**config.mk**
```make
export PLATFORM = sky130hd
export DESIGN_NAME = spi_chunk_engine
export DESIGN_NICKNAME = d
export VERILOG_FILES = /design/src/rtl/spi_chunk_engine.sv
export SDC_FILE = /design/constraint.sdc
export NUM_CORES = 1
export LEC_CHECK = 0
export CAP_MARGIN = 0
export CORE_MARGIN = 2
export CORE_UTILIZATION = 40
export DETAILED_ROUTE_END_ITERATION = 8
export MAX_ROUTING_LAYER = met4
export PLACE_DENSITY = 0.66
export RECOVER_POWER = 50
export SYNTH_ARGS = -nofsm -noshare
export SYNTH_HDL_FRONTEND = slang
export SYNTH_SLANG_ARGS = --single-unit
```
**constraint.sdc**
```tcl
create_clock -name sys_clk -period 2 [get_ports sys_clk]
set_input_delay 0.3 -clock sys_clk [delete_from_list [all_inputs] [get_ports sys_clk]]
set_output_delay 0.3 -clock sys_clk [all_outputs]
set_load 0.02 [all_outputs]
```
**src/rtl/spi_chunk_engine.sv**
```systemverilog
`default_nettype none
// ============================================================================
// Module      : spi_chunk_engine
// Description : Bit-level SPI (mode 0) front end for the MITM decision logic.
//               Captures MOSI/MISO into chunks whose length is set by the
//               logic, pulses eval at transaction start and at each chunk
//               boundary, and drives outgoing MOSI/MISO either as pass-through
//               or with fake data substituted MSB-first.
//
// Ports:
//   sys_clk, rst          : system clock (>= 8x SCLK), synchronous active-high reset
//   cs_n_in, sclk_in,
//   mosi_in, miso_in      : pre-synchronised SPI lines
//   mosi_out, miso_out    : SPI lines toward slave / master
//   mitm_start, eval      : one-cycle pulses toward the decision logic
//   real_mosi_data,
//   real_miso_data        : captured chunk, first bit at [data_size-1]
//   data_size, fake_*,
//   fake_*_select         : next chunk configuration (0 size = pass-through)
//   eval_done, mitm_done  : handshake from the decision logic
//   busy, overrun         : status (overrun is sticky until reset)
//   abort_cnt             : only with ABORT_CNT_EN defined; saturating count
//                           of CS releases in the middle of a chunk
//
// Optional feature macro: ABORT_CNT_EN
// Revision    : 1.0 - initial release
// ============================================================================
module spi_chunk_engine #(
  parameter int MAX_DATA_SIZE   = 9,
  parameter int DATA_SIZE_WIDTH = $clog2(MAX_DATA_SIZE + 1)
) (
  input  logic                       sys_clk,
  input  logic                       rst,
  input  logic                       cs_n_in,
  input  logic                       sclk_in,
  input  logic                       mosi_in,
  input  logic                       miso_in,
  output logic                       mosi_out,
  output logic                       miso_out,
  output logic                       mitm_start,
  output logic                       eval,
  output logic [MAX_DATA_SIZE-1:0]   real_mosi_data,
  output logic [MAX_DATA_SIZE-1:0]   real_miso_data,
  input  logic [DATA_SIZE_WIDTH-1:0] data_size,
  input  logic [MAX_DATA_SIZE-1:0]   fake_mosi_data,
  input  logic [MAX_DATA_SIZE-1:0]   fake_miso_data,
  input  logic                       fake_mosi_select,
  input  logic                       fake_miso_select,
  input  logic                       eval_done,
  input  logic                       mitm_done,
  output logic                       busy,
  output logic                       overrun
`ifdef ABORT_CNT_EN
  ,
  output logic [7:0]                 abort_cnt
`endif
);

  localparam logic [2:0] c_IDLE   = 3'd0;
  localparam logic [2:0] c_START  = 3'd1;
  localparam logic [2:0] c_SETTLE = 3'd2;
  localparam logic [2:0] c_CHUNK  = 3'd3;
  localparam logic [2:0] c_PASS   = 3'd4;
  localparam logic [2:0] c_FLUSH  = 3'd5;

  localparam logic [1:0] c_SETTLE_WAIT = 2'd2;
  localparam logic [3:0] c_FLUSH_MAX   = 4'd8;

  logic [2:0]                 state_q,     state_d;
  logic [DATA_SIZE_WIDTH-1:0] cnt_q,       cnt_d;
  logic [DATA_SIZE_WIDTH-1:0] size_q,      size_d;
  logic                       sel_mosi_q,  sel_mosi_d;
  logic                       sel_miso_q,  sel_miso_d;
  logic [MAX_DATA_SIZE-1:0]   mosi_sr_q,   mosi_sr_d;
  logic [MAX_DATA_SIZE-1:0]   miso_sr_q,   miso_sr_d;
  logic [MAX_DATA_SIZE-1:0]   real_mosi_q, real_mosi_d;
  logic [MAX_DATA_SIZE-1:0]   real_miso_q, real_miso_d;
  logic                       sclk_prev_q, sclk_prev_d;
  logic                       cs_prev_q,   cs_prev_d;
  logic                       start_q,     start_d;
  logic                       eval_q,      eval_d;
  logic                       overrun_q,   overrun_d;
  logic [1:0]                 wait_q,      wait_d;
  logic [3:0]                 flush_q,     flush_d;
`ifdef ABORT_CNT_EN
  logic [7:0]                 abort_q,     abort_d;
`endif

  logic                       w_rise;
  logic                       w_fall;
  logic                       w_cs_assert;
  logic [DATA_SIZE_WIDTH-1:0] w_cnt_inc;

  assign w_rise      = sclk_in & ~sclk_prev_q;
  assign w_fall      = ~sclk_in & sclk_prev_q;
  assign w_cs_assert = ~cs_n_in & cs_prev_q;
  assign w_cnt_inc   = cnt_q + 1'b1;

  // Selects are registered, so a reset or CS release returns the lines to
  // pass-through without any combinational dependence on the state.
  assign mosi_out = (~cs_n_in & sel_mosi_q) ? mosi_sr_q[MAX_DATA_SIZE-1] : mosi_in;
  assign miso_out = (~cs_n_in & sel_miso_q) ? miso_sr_q[MAX_DATA_SIZE-1] : miso_in;

  assign mitm_start     = start_q;
  assign eval           = eval_q;
  assign real_mosi_data = real_mosi_q;
  assign real_miso_data = real_miso_q;
  assign busy           = (state_q != c_IDLE);
  assign overrun        = overrun_q;
`ifdef ABORT_CNT_EN
  assign abort_cnt      = abort_q;
`endif

  always_comb begin
    state_d     = state_q;
    cnt_d       = cnt_q;
    size_d      = size_q;
    sel_mosi_d  = sel_mosi_q;
    sel_miso_d  = sel_miso_q;
    mosi_sr_d   = mosi_sr_q;
    miso_sr_d   = miso_sr_q;
    real_mosi_d = real_mosi_q;
    real_miso_d = real_miso_q;
    sclk_prev_d = sclk_in;
    cs_prev_d   = cs_n_in;
    start_d     = 1'b0;
    eval_d      = 1'b0;
    overrun_d   = overrun_q;
    wait_d      = wait_q;
    flush_d     = flush_q;
`ifdef ABORT_CNT_EN
    abort_d     = abort_q;
`endif

    // CS release takes priority over any SCLK edge in the same cycle.
    // FLUSH is excluded because CS is already high while it runs.
    if (cs_n_in && (state_q != c_IDLE) && (state_q != c_FLUSH)) begin
      sel_mosi_d = 1'b0;
      sel_miso_d = 1'b0;
      wait_d     = 2'd0;
      flush_d    = 4'd0;
      state_d    = mitm_done ? c_IDLE : c_FLUSH;
`ifdef ABORT_CNT_EN
      if ((state_q == c_CHUNK) && (cnt_q != '0) && (abort_q != 8'hFF)) begin
        abort_d = abort_q + 8'd1;
      end
`endif
    end else begin
      case (state_q)
        c_IDLE: begin
          if (w_cs_assert && mitm_done) begin
            start_d = 1'b1;
            state_d = c_START;
          end
        end

        c_START: begin
          if (w_rise) begin
            overrun_d = 1'b1;
          end
          eval_d  = 1'b1;
          wait_d  = c_SETTLE_WAIT;
          state_d = c_SETTLE;
        end

        c_SETTLE: begin
          if (w_rise) begin
            overrun_d = 1'b1;
          end
          if (wait_q != 2'd0) begin
            wait_d = wait_q - 2'd1;
          end else if (eval_done) begin
            size_d      = data_size;
            cnt_d       = '0;
            real_mosi_d = '0;
            real_miso_d = '0;
            mosi_sr_d   = fake_mosi_data;
            miso_sr_d   = fake_miso_data;
            if (data_size == '0) begin
              sel_mosi_d = 1'b0;
              sel_miso_d = 1'b0;
              state_d    = c_PASS;
            end else begin
              sel_mosi_d = fake_mosi_select;
              sel_miso_d = fake_miso_select;
              state_d    = c_CHUNK;
            end
          end
        end

        c_CHUNK: begin
          if (w_rise) begin
            real_mosi_d = {real_mosi_q[MAX_DATA_SIZE-2:0], mosi_in};
            real_miso_d = {real_miso_q[MAX_DATA_SIZE-2:0], miso_in};
            cnt_d       = w_cnt_inc;
            if (w_cnt_inc == size_q) begin
              eval_d  = 1'b1;
              wait_d  = c_SETTLE_WAIT;
              state_d = c_SETTLE;
            end
          end else if (w_fall && (cnt_q != '0)) begin
            // A fall seen before the first rise of a chunk is the trailing
            // fall of the previous chunk; shifting on it would skip the
            // first fake bit that was just loaded.
            mosi_sr_d = {mosi_sr_q[MAX_DATA_SIZE-2:0], 1'b0};
            miso_sr_d = {miso_sr_q[MAX_DATA_SIZE-2:0], 1'b0};
          end
        end

        c_PASS: begin
          sel_mosi_d = 1'b0;
          sel_miso_d = 1'b0;
        end

        c_FLUSH: begin
          if (mitm_done) begin
            state_d = c_IDLE;
          end else if (wait_q != 2'd0) begin
            wait_d = wait_q - 2'd1;
          end else if (flush_q == c_FLUSH_MAX) begin
            state_d = c_IDLE;
          end else begin
            eval_d  = 1'b1;
            flush_d = flush_q + 4'd1;
            wait_d  = c_SETTLE_WAIT;
          end
        end

        default: begin
          state_d = c_IDLE;
        end
      endcase
    end
  end

  always_ff @(posedge sys_clk) begin
    if (rst) begin
      state_q     <= c_IDLE;
      cnt_q       <= '0;
      size_q      <= '0;
      sel_mosi_q  <= 1'b0;
      sel_miso_q  <= 1'b0;
      mosi_sr_q   <= '0;
      miso_sr_q   <= '0;
      real_mosi_q <= '0;
      real_miso_q <= '0;
      sclk_prev_q <= 1'b1;
      cs_prev_q   <= 1'b1;
      start_q     <= 1'b0;
      eval_q      <= 1'b0;
      overrun_q   <= 1'b0;
      wait_q      <= 2'd0;
      flush_q     <= 4'd0;
`ifdef ABORT_CNT_EN
      abort_q     <= 8'd0;
`endif
    end else begin
      state_q     <= state_d;
      cnt_q       <= cnt_d;
      size_q      <= size_d;
      sel_mosi_q  <= sel_mosi_d;
      sel_miso_q  <= sel_miso_d;
      mosi_sr_q   <= mosi_sr_d;
      miso_sr_q   <= miso_sr_d;
      real_mosi_q <= real_mosi_d;
      real_miso_q <= real_miso_d;
      sclk_prev_q <= sclk_prev_d;
      cs_prev_q   <= cs_prev_d;
      start_q     <= start_d;
      eval_q      <= eval_d;
      overrun_q   <= overrun_d;
      wait_q      <= wait_d;
      flush_q     <= flush_d;
`ifdef ABORT_CNT_EN
      abort_q     <= abort_d;
`endif
    end
  end

endmodule
`default_nettype wire

```
==> impl_results.md, run 1 <==
* Async set-or-reset flop fraction in the synthesized netlist at 0%
* Fill count at about 670
* Clk pwr share at between 30 and 40%
* Setup violators final at 0
* Number of global-route vias before repair at 2582
* Type of origin of the critical path: input port
* # rows at 31
* Clock latency on the worst-skew pair at around 0.35 ns
* Max Root-Sink Buffers at 2
* Area contributors post-synth: dfxtp_1 41%, a311oi_2 7.1%, nor2_1 7.1%, a22oi_1 5.1%, nand3_1 3.2%
* Clock transition at the registers of the reported paths at around 0.070 ns
* Switching share of total power at a little under a third
* Final Wtd Congestion at between 0.7 and 0.8
* CP Data Arrival Time at about 1.6 ns
* First DRT Iteration DRCs at 104
* Root buffer cell: clkbuf_8
* Horiz. Die Dim at 90.1 microns
* Unique masters post-synth at between 50 and 60
* Syn. warnings at 0
* Top_reg_cell synth: dfxtp_1
* RSZ-0062 raised after global routing: false
* Largest net degree at the start of global routing at 34
* Max-cap violations at 0
* Hold Violations, Final at 0
* CP required at 1.70 ns
* Hold Crit Class: in2reg
* GR Util All Layers at between 10% and 20%
* Die footprint at ~8100 sq um
* Initial Util at 41.1%
* H-tree depth at 3
* DIE HEIGHT at between 90 and 100 microns
* Number of buffers created by CTS at 9
* CTS tree: yes
* Share of layout cells above drive strength 1 at between 20% and 30%
* Synth Instances at ~330
* Period utilization at between 90% and 100%
* Critical Path End Type: output pin
* Hold buffer count at CTS at 0
* Design Power at between 0.002 and 0.003 W
* Clock sink count at 60
* Post-CTS Setup Bufs at 0
* Int Power at 0.00200 W
* Gate power share at a little over a fifth
* Place WS at -0.217 ns
* Final std cells w/o fill at between 500 and 600
* Vias per cell at roughly 5.3
* Register area share after synthesis at between 40% and 50%
* Cells after DPL at approximately 500
* Detailed Place HPWL at 5.01 mm
* Max-slew violations at 0
* Post-synth top area share at 40.5%
* Synth Register Bits at 60
* Layout Nets at about 450
* Via Count at 2709
* Final wirelength at a little over 7 mm
* # DRC at 0
* Top-Level Pins at 56
* Commonest cells post-synth: 60 x dfxtp_1, 56 x nor2_1, 22 x nand2_1, 20 x a22oi_1, 19 x nand3_1
* EDFF count, synth at 0
* Crit-path max FO at 5
* Global-route wire length before repair at 11.9 mm
* Setup TNS at 0 ns
* Leak Pwr at around 1.5 nW
* Syn_nets at 370
* Synth Area per Inst at between 8 and 9 sq um
* Area Growth Syn to Fin at 37.0%
* Outcome: complete, no violations
* Power density cells at ~710 nW/um^2
* Initial antenna violation count at 0
* Post-Syn Area at about 3000 sq um
* Buffers added on ports at 55
* ANT cells at 0
* Clock Skew at approximately 0.012 ns
* GRT overflow at 0
* Max-Slew Margin vs Limit at between 60% and 70%
* WS Path Type: in2out
* Reg power frac at 44.6%
* Fmax at roughly 520 MHz
* Net Sw Power at just under 0.0009 W
* Antenna Nets Post-Route at 0
* Synth area leader: dfxtp_1
* Drt pass-1 iters at 4
* Drt wl/cell at 13.9 microns
* Min cycle time layout at 1.93 ns
* Most instantiated library cell after synthesis: dfxtp_1
* Setup WS post-layout at around 0.067 ns
* Least-Margin Pin Slew at approximately 0.56 ns
* Peak VDD IR at 0.395 mV
* Core area at between 7000 and 8000 sq um
==> layer usage <==
metal  up-vias  routed length [microns]  global-route usage [%]
met2        54                     3340                    28.1
met5         -                        0                       -
met3         9                      319                    6.54
met4         0                       82                    4.87
li1       1341                        -                       -
met1      1305                     3430                    23.2
==> metrics by stage <==
step | utilization (%) | instance area, sq um | hold WS, ns
global route | 56.3 | 4060 | 0.427
global placement | 53.3 | 3840 | 0.452
detailed placement | 53.3 | 3840 | 0.460
finish | 56.3 | 4060 | 0.421
floorplan | - | 2960 | 0.407
CTS | 56.0 | 4040 | 0.411
==> power groups by stage <==
| stage | clock, W | combinational (W) | sequential (W) |
|---|---|---|---|
| 6_report | 0.000982 | 0.000605 | 0.00128 |
| 5_1_grt | 0.00106 | 0.000660 | 0.00128 |
| 3_3_place_gp | 0 | 0.000583 | 0.00130 |
| 3_5_place_dp | 0 | 0.000597 | 0.00130 |
| 2_1_floorplan | 0 | 0.000375 | 0.00129 |
| 4_1_cts | 0.00101 | 0.000596 | 0.00128 |
==> area by class of cell <==
cell class / count / area [sq um] / area share (%)
inverter: 11 / 41.3 / 1.02
clock buffer: 11 / 141 / 3.48
timing repair buffer: 92 / 862 / 21.2
tap: 99 / 124 / 3.05
clock inverter: 5 / 37.5 / 0.925
sequential: 60 / 1210 / 29.7
multi-input combinational: 237 / 1650 / 40.6
==> layout by cell type, fill, tap and decap left out, types with 3 or more instances in the layout <==
cell	n
dfxtp_1	57
nor2_1	56
clkdlybuf4s50_1	29
buf_4	29
nand2_1	22
dlygate4sd3_1	22
a22oi_1	20
nand3_1	19
a311oi_2	14
a21oi_1	12
inv_1	11
clkbuf_8	10
nand2b_1	9
nand3b_1	6
nor3_1	6
mux2i_1	6
nor2b_1	4
xnor2_1	4
o21ai_0	4
ha_1	4
buf_12	4
a21boi_0	3
or2_2	3
dlygate4sd2_1	3
clkbuf_2	3
==> worst paths after layout <==
check            from          to  slack [ns]  cells after the start
max reg2reg  cnt_q[0]  state_q[2]        0.08                      7
min reg2reg   overrun     overrun        0.46                      2
max           cs_n_in    mosi_out        0.07                      5
min               rst  sel_mosi_q        0.42                      3
==> critical path: stages <==
cell	delay, ns
clkdlybuf4s50_1	0.55
inv_1	0.11
buf_4	0.14
a31o_2	0.22
dlygate4sd2_1	0.31
==> kinds of logic (layout without fill, tap and decap cells) <==
kind of cell	Yosys count	in the layout	share of synthesized area (%)
XOR/XNOR	8	8	2.87
flip-flops	60	60	40.5
multiplexers	8	8	2.79
AO/OA/AOI/OAI	78	78	22.8
adder cells (fa/ha/maj)	6	6	2.53
buffers and inverters	35	119	5.32
AND/OR/NAND/NOR	137	137	23.1
==> state kept, by name, indices dropped and copies added, names as in the netlist <==
signal	count
real_mosi_data	9
eval	1
wait_q	2
sel_mosi_q	1
miso_sr_q	9
size_q	4
cnt_q	4
state_q	3
real_miso_data	9
flush_q	4
sclk_prev_q	1
sel_miso_q	1
overrun	1
mosi_sr_q	9
mitm_start	1
cs_prev_q	1
==> what timing repair did <==
item,4_1_cts,5_1_grt
pin swaps,2,3
resized for setup,8,8
setup endpoints to repair,6,10
(Power assumes the default switching activity.)
==> inputs of run 2 (changes only) <==
--- a/config.mk
+++ b/config.mk
@@ -8,6 +8,7 @@
 export CAP_MARGIN = 0
 export CORE_MARGIN = 2
 export CORE_UTILIZATION = 40
+export CTS_BUF_LIST = sky130_fd_sc_hd__clkbuf_4 sky130_fd_sc_hd__clkbuf_8 sky130_fd_sc_hd__clkbuf_16
 export DETAILED_ROUTE_END_ITERATION = 8
 export MAX_ROUTING_LAYER = met4
 export PLACE_DENSITY = 0.66
==> impl_results.md, run 2 (synthesis results as in run 1) <==
* Outcome: complete, no violations
* Leak Pwr at 1.54 nW (+0.22%)
* Top-Level Pins at 56 (unchanged)
* Initial Util at 41.1% (unchanged)
* Number of global-route vias before repair at 2582 (unchanged)
* Critical Path End Type: output pin
* Hold Violations, Final at 0 (unchanged)
* Core area at 7210 sq um (unchanged)
* Layout Nets at 449 (unchanged)
* Cell area after layout at 4060 sq um (about the same)
* Slowest Stage Delay on Critical Path at 0.55 ns (about the same)
* Via Count at 2706 (-0.11%)
* Fmax at 517 MHz (unchanged)
* Max Root-Sink Buffers at 2 (unchanged)
* Horiz. Die Dim at 90.1 microns (unchanged)
* Die footprint at 8110 sq um (unchanged)
* Drt wl/cell at 13.9 microns (-0.11%)
* RSZ-0062 raised after global routing: false
* Area Growth Syn to Fin at 37.2% (about the same)
* Max-Slew Margin vs Limit at 61.7% (unchanged)
* CP required at 1.70 ns (about the same)
* Critical path, cell by cell: clkdlybuf4s50_1 > inv_1 > buf_4 > a31o_2 > dlygate4sd2_1
* WS Path Type: in2out
* Number of buffers created by CTS at 9 (unchanged)
* Max-slew violations at 0 (unchanged)
* Final wirelength at 7.17 mm (-0.11%)
* GRT overflow at 0 (unchanged)
* Vias per cell at 5.25 (-0.11%)
* Clock latency on the worst-skew pair at 0.35 ns (about the same)
* GR Util All Layers at 18.4% (unchanged)
* Most frequent cells in the layout: 57 x dfxtp_1, 56 x nor2_1, 29 x clkdlybuf4s50_1, 29 x buf_4
* Commonest non-fill, non-tap cell in the layout: dfxtp_1
* Type of origin of the critical path: input port
* CP Data Arrival Time at 1.63 ns (about the same)
* Least-Margin Pin Slew at 0.560 ns (unchanged)
* Drt pass-1 iters at 4 (unchanged)
* CTS tree: yes
* Antenna Nets Post-Route at 0 (unchanged)
* Hold buffer count at CTS at 0 (unchanged)
* Clock sink count at 60 (unchanged)
* Share of layout cells above drive strength 1 at 21.2% (+0.24 points)
* Root buffer cell: clkbuf_8
* Power density cells at 709 nW/um^2 (+0.41%)
* Clock transition at the registers of the reported paths at 0.07 ns (about the same)
* ANT cells at 0 (unchanged)
* Buffers added on ports at 55 (unchanged)
* # rows at 31 (unchanged)
* Crit-path max FO at 5 (unchanged)
* Detailed Place HPWL at 5.01 mm (unchanged)
* Worst hold slack at 0.421 ns (-0.000293 ns)
* Min cycle time layout at 1.93 ns (unchanged)
* CP max-delay cell: clkdlybuf4s50_1
* Peak VDD IR at 0.396 mV (+0.27%)
* DP Area at 3840 sq um (unchanged)
* Register area at 1210 sq um (unchanged)
* Largest net degree at the start of global routing at 34 (unchanged)
* Post-CTS Setup Bufs at 0 (unchanged)
* Max-cap violations at 0 (unchanged)
* Area occupied by multi-input gates at 1650 sq um (unchanged)
* # DRC at 0 (unchanged)
* Initial antenna violation count at 0 (unchanged)
* Global-route wire length before repair at 11.9 mm (unchanged)
* Setup violators final at 0 (unchanged)
* First DRT Iteration DRCs at 104 (unchanged)
* Period utilization at 96.7% (unchanged)
* H-tree depth at 3 (unchanged)
* Hold Crit Class: in2reg
* Fill count at 672 (-0.30%)
* Clock Skew at 0.0125 ns (-0.0000133 ns)
* Final Wtd Congestion at 0.790 (unchanged)
* Setup TNS at 0 ns (unchanged)
* DIE HEIGHT at 90.1 microns (unchanged)
[run 2: power breakdown]
part           switching [W]  internal [W]  total, W
Combinational       0.000332      0.000274  0.000605
Sequential         0.0000382       0.00124   0.00128
Clock               0.000498      0.000498  0.000997
[run 2: layout make-up]
cell class	count	area share, %
inverter	11	1.02
clock inverter	5	0.924
clock buffer	11	3.57
timing repair buffer	92	21.2
tap	99	3.05
multi-input combinational	237	40.5
sequential	60	29.7
[run 2: path summary, 6_finish.rpt]
path	from	endpoint	slack, ns	depth (start not counted)
setup reg to reg	cnt_q[0]	state_q[2]	0.08	7
hold / removal	rst	sel_mosi_q	0.42	3
hold reg to reg	overrun	overrun	0.46	2
setup / recovery	cs_n_in	mosi_out	0.07	5
[run 2: through the flow]
step | setup WS, ns | total power (W) | std cells | util [%]
6_report | 0.0666 | 0.00288 | 515 | 56.3
5_1_grt | 0.00501 | 0.00302 | 515 | 56.3
4_1_cts | 0.0104 | 0.00290 | 515 | 56.1
3_5_place_dp | -0.217 | 0.00190 | 499 | 53.3
3_3_place_gp | -0.172 | 0.00189 | 499 | 53.3
2_1_floorplan | 0.0826 | 0.00167 | 332 | -
[run 2: repair_timing]
item / in CTS / in global routing
pin swaps: 2 / 3
setup endpoints to repair: 6 / 10
gates resized for setup: 8 / 8
[run 2: worst max-delay path, delay by kind of cell]
family	cells	cell delay (ns)
buf+inv	4	1.11
compound gates	1	0.22
[run 2: per-layer routing]
layer | vias up | share of wire (%) | track usage [%]
met1 | 1300 | 47 | 23.2
met2 | 56 | 47 | 28.1
met4 | 0 | 1.1 | 4.87
li1 | 1341 | - | -
met3 | 9 | 4.6 | 6.54
met5 | - | 0 | -
==> inputs of run 3 (changes only) <==
--- a/config.mk
+++ b/config.mk
@@ -9,6 +9,7 @@
 export CORE_MARGIN = 2
 export CORE_UTILIZATION = 40
 export CTS_BUF_LIST = sky130_fd_sc_hd__clkbuf_4 sky130_fd_sc_hd__clkbuf_8 sky130_fd_sc_hd__clkbuf_16
+export CTS_CLUSTER_SIZE = 24
 export DETAILED_ROUTE_END_ITERATION = 8
 export MAX_ROUTING_LAYER = met4
 export PLACE_DENSITY = 0.66
==> results of run 3 <==
Same layout as run 2: the final DEF is identical, and so are final timing and power.
==> variant (flow settings as in run 2) <==
Register the input `fake_mosi_data` before use. The logic sees it one clock later. The other inputs are not delayed to match.
--- a/src/rtl/spi_chunk_engine.sv
+++ b/src/rtl/spi_chunk_engine.sv
@@ -66,6 +66,12 @@
   localparam logic [1:0] c_SETTLE_WAIT = 2'd2;
   localparam logic [3:0] c_FLUSH_MAX   = 4'd8;
 
+  logic [MAX_DATA_SIZE-1:0] fake_mosi_data_q;
+
+  always_ff @(posedge sys_clk) begin
+    fake_mosi_data_q <= fake_mosi_data;
+  end
+
   logic [2:0]                 state_q,     state_d;
   logic [DATA_SIZE_WIDTH-1:0] cnt_q,       cnt_d;
   logic [DATA_SIZE_WIDTH-1:0] size_q,      size_d;
@@ -174,7 +180,7 @@
             cnt_d       = '0;
             real_mosi_d = '0;
             real_miso_d = '0;
-            mosi_sr_d   = fake_mosi_data;
+            mosi_sr_d   = fake_mosi_data_q;
             miso_sr_d   = fake_miso_data;
             if (data_size == '0) begin
               sel_mosi_d = 1'b0;
Function: changed (a bounded check fails within 10 cycles, from zero or initial values and one cycle with rst high).
==> variant against run 2 <==
Synthesized area is 2.0% higher; synthesized cell count shrank 1.8%; largest cell class unchanged; final area decreased by 3.4%; routed wire length decreased by 9.3%; setup slack improved by 0.018 ns; total power rose by 22%; combinational power rose by 40%; sequential cell count increased by 9; clock power increased by 14%.
==> variant: results (changes against run 2) <==
----------------------------------------------------
[Place]
  Post-Place Cells ... 474 (-5.0%)
  Cell Area, Placed ... 3730 sq um (-2.9%)
  Worst slack at placement ... -0.161 ns (+0.0560 ns)
  Sum of net half-perimeters after detailed placement ... 4560 microns (-9.0%)

[Cells and area]
  Layout cell share with drive strength beyond 1 ... 12.0% (-9.1 points)
  Fraction of area in multi-input gates ... 38.1% (-2.4 points)
  Post-route insts no fill ... 490 (-4.9%)
  Final clock-cell share ... 5.07% (+0.58 points)
  Final net count ... 424 (-5.6%)
  Layout buffering overhead excluding clock cells ... 17.7% (-3.5 points)

[Yosys]
  Top cells by area, synth ... sky130_fd_sc_hd__dfxtp_1 (46%), sky130_fd_sc_hd__mux2i_1 (7.3%), sky130_fd_sc_hd__nor2_1 (6.8%)
  Number of cells produced by synthesis ... 326 (-1.8%)
  Proportion of synthesized area in mux cells ... 8.03% (+5.2 points)
  Complex-gate fraction of the synthesized area ... 16.7% (-6.1 points)
  Adder and majority gate portion of the synthesized area ... 2.48% (-0.049 points)
  Post-synth top cells ... sky130_fd_sc_hd__dfxtp_1 (69), sky130_fd_sc_hd__nor2_1 (55), sky130_fd_sc_hd__mux2i_1 (22)
  Combined area of all synthesized cells ... 3020 sq um (+2.0%)

[Drt]
  Met1 wire length ... 3050 microns (-10%)
  Count of routing violations after the opening detailed-route iteration ... 105 (+0.96%)

[Global route]
  M2 GR Usage ... 26.6% (-1.6 points)
  Largest net degree at the start of global routing ... 39 (+15%)
  Via count of the first global-routing pass ... 2297 (-11%)
  Met3 track utilization from global routing ... 4.59% (-1.9 points)
  Global-route usage over all layers ... 16.9% (-1.5 points)

[Worst setup path]
  Data arrival time of the critical path ... 1.61 ns (-0.02 ns)
  Endpoint of the worst register-to-register path ... size_q[0]$_SDFFE_PP0P_
  Crit path depth ... 4 (-1)
  Crit path capture ... miso_out
  Worst Reg-to-Reg Cells ... 5 (-2)
  Max FO, Critical Path ... 3 (-2)

[Status]
  Outcome ... completed

[STA]
  Max-Slew Margin vs Limit ... 52.4% (-9.3 points)
  Post-layout minimum cycle time ... 1.91 ns (-0.0185 ns)

[Power and ir drop]
  Internal power contribution ... 2.43 mW (+21%)
  Sequential group share of total power ... 43.6% (-0.8 points)
  Power Combinational ... 845 uW (+40%)

[Min path]
  Worst Min Path Start ... fake_mosi_data_q[0]$_DFF_P_

----------------------------------------------------
variant: cell types whose count changed after synthesis, moves of 6 or more:
cell | before | now
sky130_fd_sc_hd__clkbuf_1 | 13 | 6
sky130_fd_sc_hd__nand2_1 | 22 | 11
sky130_fd_sc_hd__nand3_1 | 19 | 7
sky130_fd_sc_hd__a211oi_1 | 1 | 18
sky130_fd_sc_hd__mux2i_1 | 6 | 22
sky130_fd_sc_hd__dfxtp_1 | 60 | 69
sky130_fd_sc_hd__o21ai_0 | 4 | 10
sky130_fd_sc_hd__a311oi_2 | 14 | 0
variant: cells by family after synthesis:
| family | Yosys count |
|---|---|
| AND/OR/NAND/NOR | 115 |
| AO/OA/AOI/OAI | 72 |
| flip-flops | 69 |
| buffers and inverters | 30 |
| multiplexers | 24 |
| XOR/XNOR | 10 |
| adder cells (fa/ha/maj) | 6 |
variant: timing repair:
item / CTS / global route
pin swaps: 0 / 0
endpoints found under the hold margin: 0 / 0
setup endpoints to repair: 3 / 3
gates resized for setup: 4 / 1
